===== src/rtl/ms_pkg.sv =====
// Shared constants for the 5x5 minesweeper board: mine layout, neighbour counts
// and geometry helpers used by the board engine and its wrapper.
package ms_pkg;

  localparam int N       = 5;
  localparam int CELLS   = N * N;
  localparam int CELL_PX = 32;
  localparam int ID_W    = 5;

  typedef logic [CELLS-1:0] cell_mask_t;
  typedef logic [ID_W-1:0]  cell_id_t;

  typedef enum logic [1:0] {
    ST_IDLE,
    ST_FILL,
    ST_OVER
  } ms_state_e;

  // Mines sit on cells 1, 7, 13, 19 and 22.
  localparam cell_mask_t MINE_MASK = (cell_mask_t'(1) << 1)
                                   | (cell_mask_t'(1) << 7)
                                   | (cell_mask_t'(1) << 13)
                                   | (cell_mask_t'(1) << 19)
                                   | (cell_mask_t'(1) << 22);

  // Entry i is the 8-neighbour mine count of cell i; mine cells hold 0.
  localparam logic [CELLS-1:0][3:0] COUNT_TABLE = {
    4'd1, 4'd2, 4'd0, 4'd1, 4'd0,
    4'd0, 4'd3, 4'd2, 4'd1, 4'd0,
    4'd2, 4'd0, 4'd2, 4'd1, 4'd0,
    4'd1, 4'd2, 4'd0, 4'd2, 4'd1,
    4'd0, 4'd1, 4'd2, 4'd0, 4'd1
  };

  localparam cell_mask_t ZERO_MASK = (cell_mask_t'(1) << 4)
                                   | (cell_mask_t'(1) << 10)
                                   | (cell_mask_t'(1) << 15)
                                   | (cell_mask_t'(1) << 20);

  function automatic int cell_row(input int id);
    return id / N;
  endfunction

  function automatic int cell_col(input int id);
    return id % N;
  endfunction

  function automatic cell_mask_t neighbour_mask(input int id);
    cell_mask_t m;
    int r;
    int c;
    m = '0;
    r = cell_row(id);
    c = cell_col(id);
    for (int dr = -1; dr <= 1; dr++) begin
      for (int dc = -1; dc <= 1; dc++) begin
        if (!(dr == 0 && dc == 0) &&
            (r + dr) >= 0 && (r + dr) < N &&
            (c + dc) >= 0 && (c + dc) < N) begin
          m[(r + dr) * N + (c + dc)] = 1'b1;
        end
      end
    end
    return m;
  endfunction

  // Union of the neighbourhoods of every set cell in src.
  function automatic cell_mask_t spread(input cell_mask_t src);
    cell_mask_t acc;
    acc = '0;
    for (int i = 0; i < CELLS; i++) begin
      if (src[i]) begin
        acc = acc | neighbour_mask(i);
      end
    end
    return acc;
  endfunction

  function automatic cell_mask_t cell_bit(input cell_id_t id);
    return cell_mask_t'(1) << id;
  endfunction

endpackage


===== src/rtl/wrapper_if.sv =====
// Front-end/renderer bundle for the board engine: flip request and board origin in,
// revealed mask, status and highlight position out.
interface wrapper_if;
  import ms_pkg::*;

  logic [9:0]       x_topleft;
  logic [8:0]       y_topleft;
  logic             flip;
  logic [31:0]      VGAid;
  logic [CELLS-1:0] revealed;
  logic             game_over;
  logic             win;
  logic             busy;
  logic [ID_W-1:0]  last_id;
  logic [9:0]       hl_x;
  logic [8:0]       hl_y;

  modport master (
    output x_topleft, y_topleft, flip, VGAid,
    input  revealed, game_over, win, busy, last_id, hl_x, hl_y
  );

  modport slave (
    input  x_topleft, y_topleft, flip, VGAid,
    output revealed, game_over, win, busy, last_id, hl_x, hl_y
  );

endinterface


===== src/rtl/ms_board_state.sv =====
// Revealed-cell register with the game FSM: applies accepted flips, runs the
// zero-region flood fill one ring per cycle, and derives win/over status.
module ms_board_state
  import ms_pkg::*;
(
  input  logic       clock,
  input  logic       reset,
  input  logic       accept,
  input  cell_id_t   accept_id,
  output cell_mask_t revealed,
  output logic       busy,
  output logic       game_over,
  output logic       win
);

  ms_state_e  state;
  ms_state_e  state_nxt;
  cell_mask_t revealed_nxt;
  cell_mask_t fill_set;
  cell_mask_t flip_bit;
  logic       flip_is_mine;
  logic       flip_is_zero;

  always_comb begin
    flip_bit     = cell_bit(accept_id);
    flip_is_mine = |(flip_bit & MINE_MASK);
    flip_is_zero = |(flip_bit & ZERO_MASK);
    fill_set     = spread(revealed & ZERO_MASK & ~MINE_MASK);
  end

  always_ff @(posedge clock or negedge reset) begin
    if (!reset) begin
      state    <= ST_IDLE;
      revealed <= '0;
    end else begin
      state    <= state_nxt;
      revealed <= revealed_nxt;
    end
  end

  // FILL keeps going until a step adds nothing; that final step still counts as busy.
  always_comb begin
    state_nxt    = state;
    revealed_nxt = revealed;
    case (state)
      ST_IDLE: begin
        if (accept) begin
          revealed_nxt = revealed | flip_bit;
          if (flip_is_mine) begin
            state_nxt = ST_OVER;
          end else if (flip_is_zero) begin
            state_nxt = ST_FILL;
          end
        end
      end
      ST_FILL: begin
        revealed_nxt = revealed | fill_set;
        if (revealed_nxt == revealed) begin
          state_nxt = ST_IDLE;
        end
      end
      ST_OVER: begin
        state_nxt = ST_OVER;
      end
      default: begin
        state_nxt = ST_IDLE;
      end
    endcase
  end

  always_comb begin
    busy      = (state == ST_FILL);
    game_over = (state == ST_OVER);
    win       = (&(revealed | MINE_MASK)) && !game_over;
  end

endmodule


===== src/rtl/wrapper.sv =====
// Board engine top: detects flip edges, gates them against busy/over/win and
// range, and tracks the id and pixel origin of the last accepted cell.
module wrapper #(
  parameter int CELL_PX = 32,
  parameter int N       = 5
) (
  input logic      clock,
  input logic      reset,
  wrapper_if.slave bus
);
  import ms_pkg::*;

  logic       flip_q;
  logic       flip_edge;
  logic       accept;
  cell_id_t   cell_id;
  cell_id_t   last_id;
  logic [9:0] hl_x;
  logic [8:0] hl_y;
  logic [9:0] px_x;
  logic [8:0] px_y;
  int         row;
  int         col;
  cell_mask_t revealed;
  logic       busy;
  logic       game_over;
  logic       win;

  // Out-of-range ids are rejected on the full 32-bit value, not the truncated one.
  always_comb begin
    cell_id   = bus.VGAid[ID_W-1:0];
    flip_edge = bus.flip && !flip_q;
    accept    = flip_edge && !busy && !game_over && !win &&
                (bus.VGAid < 32'(CELLS));
  end

  always_comb begin
    row  = int'(cell_id) / N;
    col  = int'(cell_id) % N;
    px_x = bus.x_topleft + 10'(col * CELL_PX);
    px_y = bus.y_topleft + 9'(row * CELL_PX);
  end

  always_ff @(posedge clock or negedge reset) begin
    if (!reset) begin
      flip_q  <= 1'b0;
      last_id <= '0;
      hl_x    <= '0;
      hl_y    <= '0;
    end else begin
      flip_q <= bus.flip;
      if (accept) begin
        last_id <= cell_id;
        hl_x    <= px_x;
        hl_y    <= px_y;
      end
    end
  end

  ms_board_state u_board (
    .clock     (clock),
    .reset     (reset),
    .accept    (accept),
    .accept_id (cell_id),
    .revealed  (revealed),
    .busy      (busy),
    .game_over (game_over),
    .win       (win)
  );

  assign bus.revealed  = revealed;
  assign bus.busy      = busy;
  assign bus.game_over = game_over;
  assign bus.win       = win;
  assign bus.last_id   = last_id;
  assign bus.hl_x      = hl_x;
  assign bus.hl_y      = hl_y;

endmodule


===== src/flat_wrapper.sv =====
// flat-port wrapper written by rule: the top's interface ports become plain ports
module wrapper_flat import ms_pkg::*;
#(
  parameter int CELL_PX = 32,
  parameter int N       = 5
)
  (clock, reset, bus_x_topleft, bus_y_topleft, bus_flip, bus_VGAid, bus_revealed, bus_game_over, bus_win, bus_busy, bus_last_id, bus_hl_x, bus_hl_y);
  wrapper_if bus_i ();
  input logic clock;
  input logic reset;
  input wire logic [$bits(bus_i.x_topleft)-1:0] bus_x_topleft;
  input wire logic [$bits(bus_i.y_topleft)-1:0] bus_y_topleft;
  input wire logic [$bits(bus_i.flip)-1:0] bus_flip;
  input wire logic [$bits(bus_i.VGAid)-1:0] bus_VGAid;
  output wire logic [$bits(bus_i.revealed)-1:0] bus_revealed;
  output wire logic [$bits(bus_i.game_over)-1:0] bus_game_over;
  output wire logic [$bits(bus_i.win)-1:0] bus_win;
  output wire logic [$bits(bus_i.busy)-1:0] bus_busy;
  output wire logic [$bits(bus_i.last_id)-1:0] bus_last_id;
  output wire logic [$bits(bus_i.hl_x)-1:0] bus_hl_x;
  output wire logic [$bits(bus_i.hl_y)-1:0] bus_hl_y;
  assign bus_i.x_topleft = bus_x_topleft;
  assign bus_i.y_topleft = bus_y_topleft;
  assign bus_i.flip = bus_flip;
  assign bus_i.VGAid = bus_VGAid;
  assign bus_revealed = bus_i.revealed;
  assign bus_game_over = bus_i.game_over;
  assign bus_win = bus_i.win;
  assign bus_busy = bus_i.busy;
  assign bus_last_id = bus_i.last_id;
  assign bus_hl_x = bus_i.hl_x;
  assign bus_hl_y = bus_i.hl_y;
  wrapper #(.CELL_PX(CELL_PX), .N(N)) u_core (.clock(clock), .reset(reset), .bus(bus_i));
endmodule

===== config.mk =====
export PLATFORM = sky130hd
export DESIGN_NAME = wrapper_flat
export DESIGN_NICKNAME = d
export VERILOG_FILES = /design/src/rtl/ms_pkg.sv /design/src/rtl/wrapper_if.sv /design/src/rtl/ms_board_state.sv /design/src/rtl/wrapper.sv /design/src/flat_wrapper.sv
export SDC_FILE = /design/constraint.sdc
export NUM_CORES = 1
export LEC_CHECK = 0
export BUFFER_PORTS_ARGS = -buffer_cell sky130_fd_sc_hd__buf_2
export CAP_MARGIN = 15
export CORE_UTILIZATION = 35
export DETAILED_ROUTE_END_ITERATION = 7
export HOLD_SLACK_MARGIN = 0.12
export PLACE_DENSITY = 0.66
export SYNTH_ARGS = -nofsm -noshare
export SYNTH_HDL_FRONTEND = slang
export SYNTH_HIERARCHICAL = 1
export SYNTH_SLANG_ARGS = --single-unit
export TNS_END_PERCENT = 20

===== constraint.sdc =====
create_clock -name clock -period 6.9 [get_ports clock]
set_input_delay 0.345 -clock clock [delete_from_list [all_inputs] [get_ports clock]]
set_output_delay 0.345 -clock clock [all_outputs]
set_load 0.05 [all_outputs]

==> Word level (Yosys, flattened, before mapping) <==
Index checks and enable logic that the tools add are counted.
{ "word_totals": {"regBits": 52, "latch_bits": 0, "mem_bits_rw": 0, "mem_bits_ro": 0, "input_bits": 54, "output_inout_bits": 52, "memories": 0} }
{ "op_classes": {"add_sub_neg": 2, "n_mul": 0, "n_div": 2, "order_cmp": 1, "n_eq_ne": 6, "shift": 1, "mux": 14, "n_bitwise": 5, "reduce_logical": 17} }
{ "ops": {"columns": ["operator", "n"], "rows": [
  ["2-to-1 mux 25 bit", 4],
  ["bitwise OR 25 x 22 -> 25 bit", 2],
  ["bitwise OR 25 bit", 2],
  ["one-hot mux 25 bit (2 select lines)", 1],
  ["divider 6 x 4 -> 32 bit (second input constant)", 1],
  ["less-than comparator 32 x 5 -> 1 bit (second input constant)", 1],
  ["modulo 6 x 4 -> 32 bit (second input constant)", 1],
  ["equality test 25 bit", 1],
  ["left shift 1 x 5 -> 25 bit (first input constant)", 1],
  ["AND reduction 20 bit", 1],
  ["bitwise OR 10 x 17 -> 17 bit", 1],
  ["adder 10 bit", 1],
  ["2-to-1 mux 10 bit", 1],
  ["adder 9 bit", 1],
  ["2-to-1 mux 2 bit", 4],
  ["logical AND 1 bit", 6],
  ["one-hot mux 2 bit (3 select lines)", 1],
  ["OR reduction 5 bit", 1],
  ["logical NOT 1 bit", 4],
  ["OR reduction 4 bit", 1],
  ["2-to-1 mux 1 bit", 3],
  ["!= test 3 bit (second input constant)", 1],
  ["AND reduction 3 bit", 1],
  ["equality test 2 x 1 -> 1 bit (second input constant)", 1],
  ["6 further kinds", 6]
]} }

==> Depth between registers and ports, before layout <==
{ "logic_depth": {"depth_word": 11, "mapped_depth": 22, "depth_no_buf": 22} }

==> Cells and area by module <==
Netlist, hierarchy kept.
{ "by_module_without_submodules": {"columns": ["module", "n_inst", "cells_per_inst", "area_per_inst_um2", "seq_area_each_um2"], "rows": [
  ["wrapper", 1, 210, 1853.0, 625.6],
  ["ms_board_state", 1, 124, 1278.7, 675.6]
]} }

==> Worst setup path before layout <==
Ideal clock, no wire load.
{ "synth_timing": {"path_type": "input -> register", "startpoint": "in bus_VGAid[2]", "endpoint": "reg u_core.hl_x[9], in the netlist u_core/bus.hl_x[9]", "t_arrival_ps": 4546, "t_required_ps": 6769, "slack_ps": 2223, "cell_stages": 21, "n_path_buf": 0, "cell_sequence": "inv_1 ha_1 inv_1 ha_1 nand2b_1 o21ai_0 a21o_1 o31a_1 ha_1 inv_1 o21ai_0 nand3b_2 xnor2_1 ha_1 fa_1 a21o_1 a21oi_1 xnor3_1 xor2_1 o211ai_1 or3b_1"} }
{ "synth_between": {"elab_chain_len": 2, "elab_cells_between_ends": 4} }
{ "synth_lines": {"columns": ["item", "line_no", "source"], "rows": [
  ["start: declaration", "flat_wrapper.sv:14", "input wire logic [$bits(bus_i.VGAid)-1:0] bus_VGAid;"],
  ["modulo 6 x 4 -> 32 bit / less-than comparator 32 x 5 -> 1 bit (equally long branches)", "wrapper.sv:39, wrapper.sv:34", null],
  ["adder 10 bit / logical AND 1 bit (equally long branches)", "wrapper.sv:40, wrapper.sv:33", null],
  ["end signal: assignment", "wrapper.sv:54", "hl_x <= px_x;"],
  ["end: declaration", "wrapper.sv:18", "logic [9:0] hl_x;"]
]} }
Parallel ways exist; a longest one is shown, timed or not.
A chain may end at the register's enable or synchronous reset.

==> Worst setup path after layout <==
Ends and elaborated chain as after synthesis.

==> out/qor.txt <==
Outcome: finished with violations
Failing checks: design-rule violations
Die Width: 96.60 um
Worst min path class: in -> async
Sequential power share: 48.4%
Cell variety after synth: 62
Slowest cell delay on critical path: 0.49 ns
Most frequent CP cell: ha_1
Die Y: 96.60 um
DR WL/cell: 14.99 um
Mapped Area: 3132 um^2
Row cnt: 34
Final setup vio count: 0
Synthesized net count: 406
Initial Util: 36.09%
Source of the critical timing path: bus_VGAid[2]
Max-slew violation count: 0
Grt ovf: 0
Cts bufs inserted: 5
RSZ-0062 raised after global routing: no
Logic pwr share: 22.9%
Final Critical Period: 5.188 ns
Top cell type's share of synthesized area: 41.55%
Max Cap Viol: 0
Post-synth top area cell: dfrtp_1
Critical Path AT: 5.37 ns
Global-route wire length before repair: 12450 um
CP endpoint kind: flop
Root Driver: clkbuf_8
Clock Sink Count: 52
Ports: 106
Placer Congestion: 0.8196
Req. time, crit path: 7.08 ns
Main synth FF type: dfrtp_1
Die ar.: 9331 um^2
VDD IR max: 0.1082 mV
Critical path fanouts, max: 20
Max_slew headroom: 51.66%
CTS tree: done
Port Buffers: 105
Ant. Diodes: 0
Layout net count: 508
Sw Share: 28.67%
Clock Skew: 0.004037 ns
CP cell instances: buf_2 > inv_1 > ha_1 > inv_1 > ha_1 > nand2b_1 > o21ai_0 > a21o_1 > o31a_1 > ha_1 > inv_1 > o21ai_0 > nand3b_2 > xnor2_1 > ha_1 > fa_1 > a21o_1 > a21oi_1 > xnor3_1 > xor2_1 > nor4_1 > or3b_1
Via count: 2897
TNS Setup: 0 ns
Mapped Cells: 334
Final Util: 44.22%
Crit Reg-Reg Endpoint: u_core/u_board/revealed[3]
Switching pwr: 180.7 uW
Setup CP Type: in -> reg
Post-CTS setup buffers: 0
Layout overhead on the synthesized area: 22.53%
Slowest stage cell on the critical path: o21ai_0
Iteration count of the initial detailed-routing pass: 6
Post-detail-place hpwl: 6274 um
Vias in the first global route: 2545
Starting DRT DRC Count: 145
Largest net degree at the start of global routing: 53
Leakage: 0.002061 uW
Residual DRC count: 1
Hold Buf Count CTS: 0
Routed Antenna Nets: 0
Power density cells: 164.2 nW/um^2
Total Routed Length: 8167 um
Filler cells: 862
Core area: 8678 um^2
Period utilization: 75.19%
Clock Path Buffers: 2
Post-synth EDFFs: 0
FF-to-FF setup slack: 3.28 ns
Clock-pin slew on the worst setup and hold paths: 0.09 ns
Top post-synthesis cells by area: dfrtp_1 (42%), nand2_1 (7.7%), ha_1 (6.4%)
Post-cts sizing count: 0
Async set or reset register ratio after synthesis: 100.0%
Via/cell ratio: 5.316
Pint: 449.4 uW
Endpoints failing hold: 0
Synthesized flop and latch total: 52
CP startpoint kind: primary input
R2R Path Start: u_core/u_board/state[1]
H-tree levels: 2
Total power draw: 630.1 uW
Max Fclk: 192.7 MHz
Sequential fraction of the synthesis area: 41.55%
Crit path buf inv count: 4
Worst slew pin tran: 0.7211 ns
Avg Inst Size Synth: 9.377 um^2
Overall Global Routing Usage: 17.33%
Initial antenna violation count: 0
Clock group share of total power: 28.7%
Top delay family on crit path: compound AO/OA/AOI/OAI gates
Synth warnings: 6
Worst-skew pair later-pin latency: 0.30 ns
R2r worst-path depth: 9
Layout cell share with drive strength beyond 1: 32.27%
-- state kept, by name, summed over array words and instances, names as in the netlist --
register / count
u_core/bus.hl_x: 10
u_core/bus.hl_y: 9
u_core/bus.last_id: 5
u_core/flip_q: 1
u_core/u_board/revealed: 25
u_core/u_board/state: 2
-- cell usage after synthesis (2+ instances only) --
| master | count |
|---|---|
| and2_1 | 3 |
| nand2_1 | 64 |
| nor3_1 | 6 |
| a21oi_1 | 14 |
| a211o_1 | 2 |
| o211ai_1 | 3 |
| inv_1 | 16 |
| nor4_1 | 10 |
| xor2_1 | 4 |
| xnor2_1 | 3 |
| o21ai_0 | 22 |
| nand4_1 | 5 |
| nor2_1 | 14 |
| nor2b_1 | 3 |
| a31o_2 | 6 |
| a31oi_1 | 2 |
| a221o_2 | 2 |
| a221o_1 | 2 |
| a41o_1 | 3 |
| o21bai_1 | 6 |
| o31ai_1 | 2 |
| nand2b_1 | 5 |
| clkbuf_1 | 9 |
| and2_2 | 2 |
| nand3_1 | 9 |
| o21a_1 | 3 |
| ha_1 | 16 |
| dfrtp_1 | 52 |
| a21o_1 | 9 |
| buf_6 | 3 |
| fa_1 | 2 |
| nand3b_1 | 2 |
-- worst reg2reg max path: stages, from the launching register on --
cell	delay, ns
dfrtp_1	0.46
nand2b_1	0.23
inv_1	0.23
nor4b_1	0.69
nand4_1	0.26
nor3_2	0.61
nor3b_2	0.51
and2_1	0.31
nand2_1	0.10
o21ai_0	0.16
-- cells by family (layout without fill, tap and decap cells) --
| family | Yosys count | after routing | synth area share [%] |
|---|---|---|---|
| fa+ha+maj | 18 | 18 | 7.671 |
| compound gates | 88 | 88 | 20.54 |
| mux | 2 | 2 | 0.6792 |
| simple gates | 136 | 136 | 21.81 |
| flops | 52 | 52 | 41.55 |
| xor+xnor | 9 | 9 | 3.556 |
| buf+inv | 29 | 132 | 4.195 |
-- final cells by class --
class,count,area [um^2],area share [%]
sequential,52,1301,33.91
inverter,17,63.81,1.663
clock buffer,6,82.58,2.152
timing repair buffer,107,540.5,14.09
multi-input combinational,253,1704,44.41
clock inverter,2,10.01,0.2608
tap,108,135.1,3.521
-- per-layer routing --
metal | track usage (%) | up-vias | share of wire [%]
met5 | 0 | - | 0
met4 | 3.431 | 0 | 0.60
met3 | 2.973 | 4 | 6.6
met2 | 29.28 | 108 | 46
met1 | 23.27 | 1380 | 47
li1 | - | 1405 | -
-- power by group through the flow --
| stage | Sequential [uW] | Combinational, uW | Clock, uW |
|---|---|---|---|
| floorplan | 311 | 99.4 | 0 |
| global placement | 311 | 142 | 0 |
| detailed placement | 311 | 145 | 0 |
| CTS | 305 | 145 | 191 |
| global route | 305 | 163 | 201 |
| finish | 305 | 145 | 181 |
-- how the worst max path moves through the flow --
stage,endpoint,cells past startpoint
global route,u_core/bus.hl_x[9],22
CTS,u_core/bus.hl_x[9],22
detailed placement,u_core/bus.hl_x[9],22
floorplan,u_core/bus.hl_x[9],21
global placement,u_core/bus.hl_x[9],22
finish,u_core/bus.hl_x[9],22
-- metrics by stage --
step / setup slack [ns] / hold slack (ns) / instance area, um^2 / cells
floorplan: 2.223 / 0.04941 / 3132 / 334
global placement: 1.620 / 0.4437 / 3745 / 537
CTS: 1.769 / 0.1568 / 3837 / 545
finish: 1.712 / 0.1445 / 3837 / 545
global route: 1.317 / 0.1514 / 3837 / 545
detailed placement: 1.429 / 0.4499 / 3745 / 537
-- placed cells by master (no fill, tap or decap), types with 6 or more instances in the layout --
cell / count
inv_1: 16
a31o_2: 6
nor2_1: 14
buf_2: 105
nand3_1: 9
dfrtp_1: 52
o21bai_1: 6
nand2_1: 64
ha_1: 16
a21o_1: 9
nor4_1: 10
a21oi_1: 14
clkbuf_8: 6
o21ai_0: 22
(Power assumes the default switching activity.)
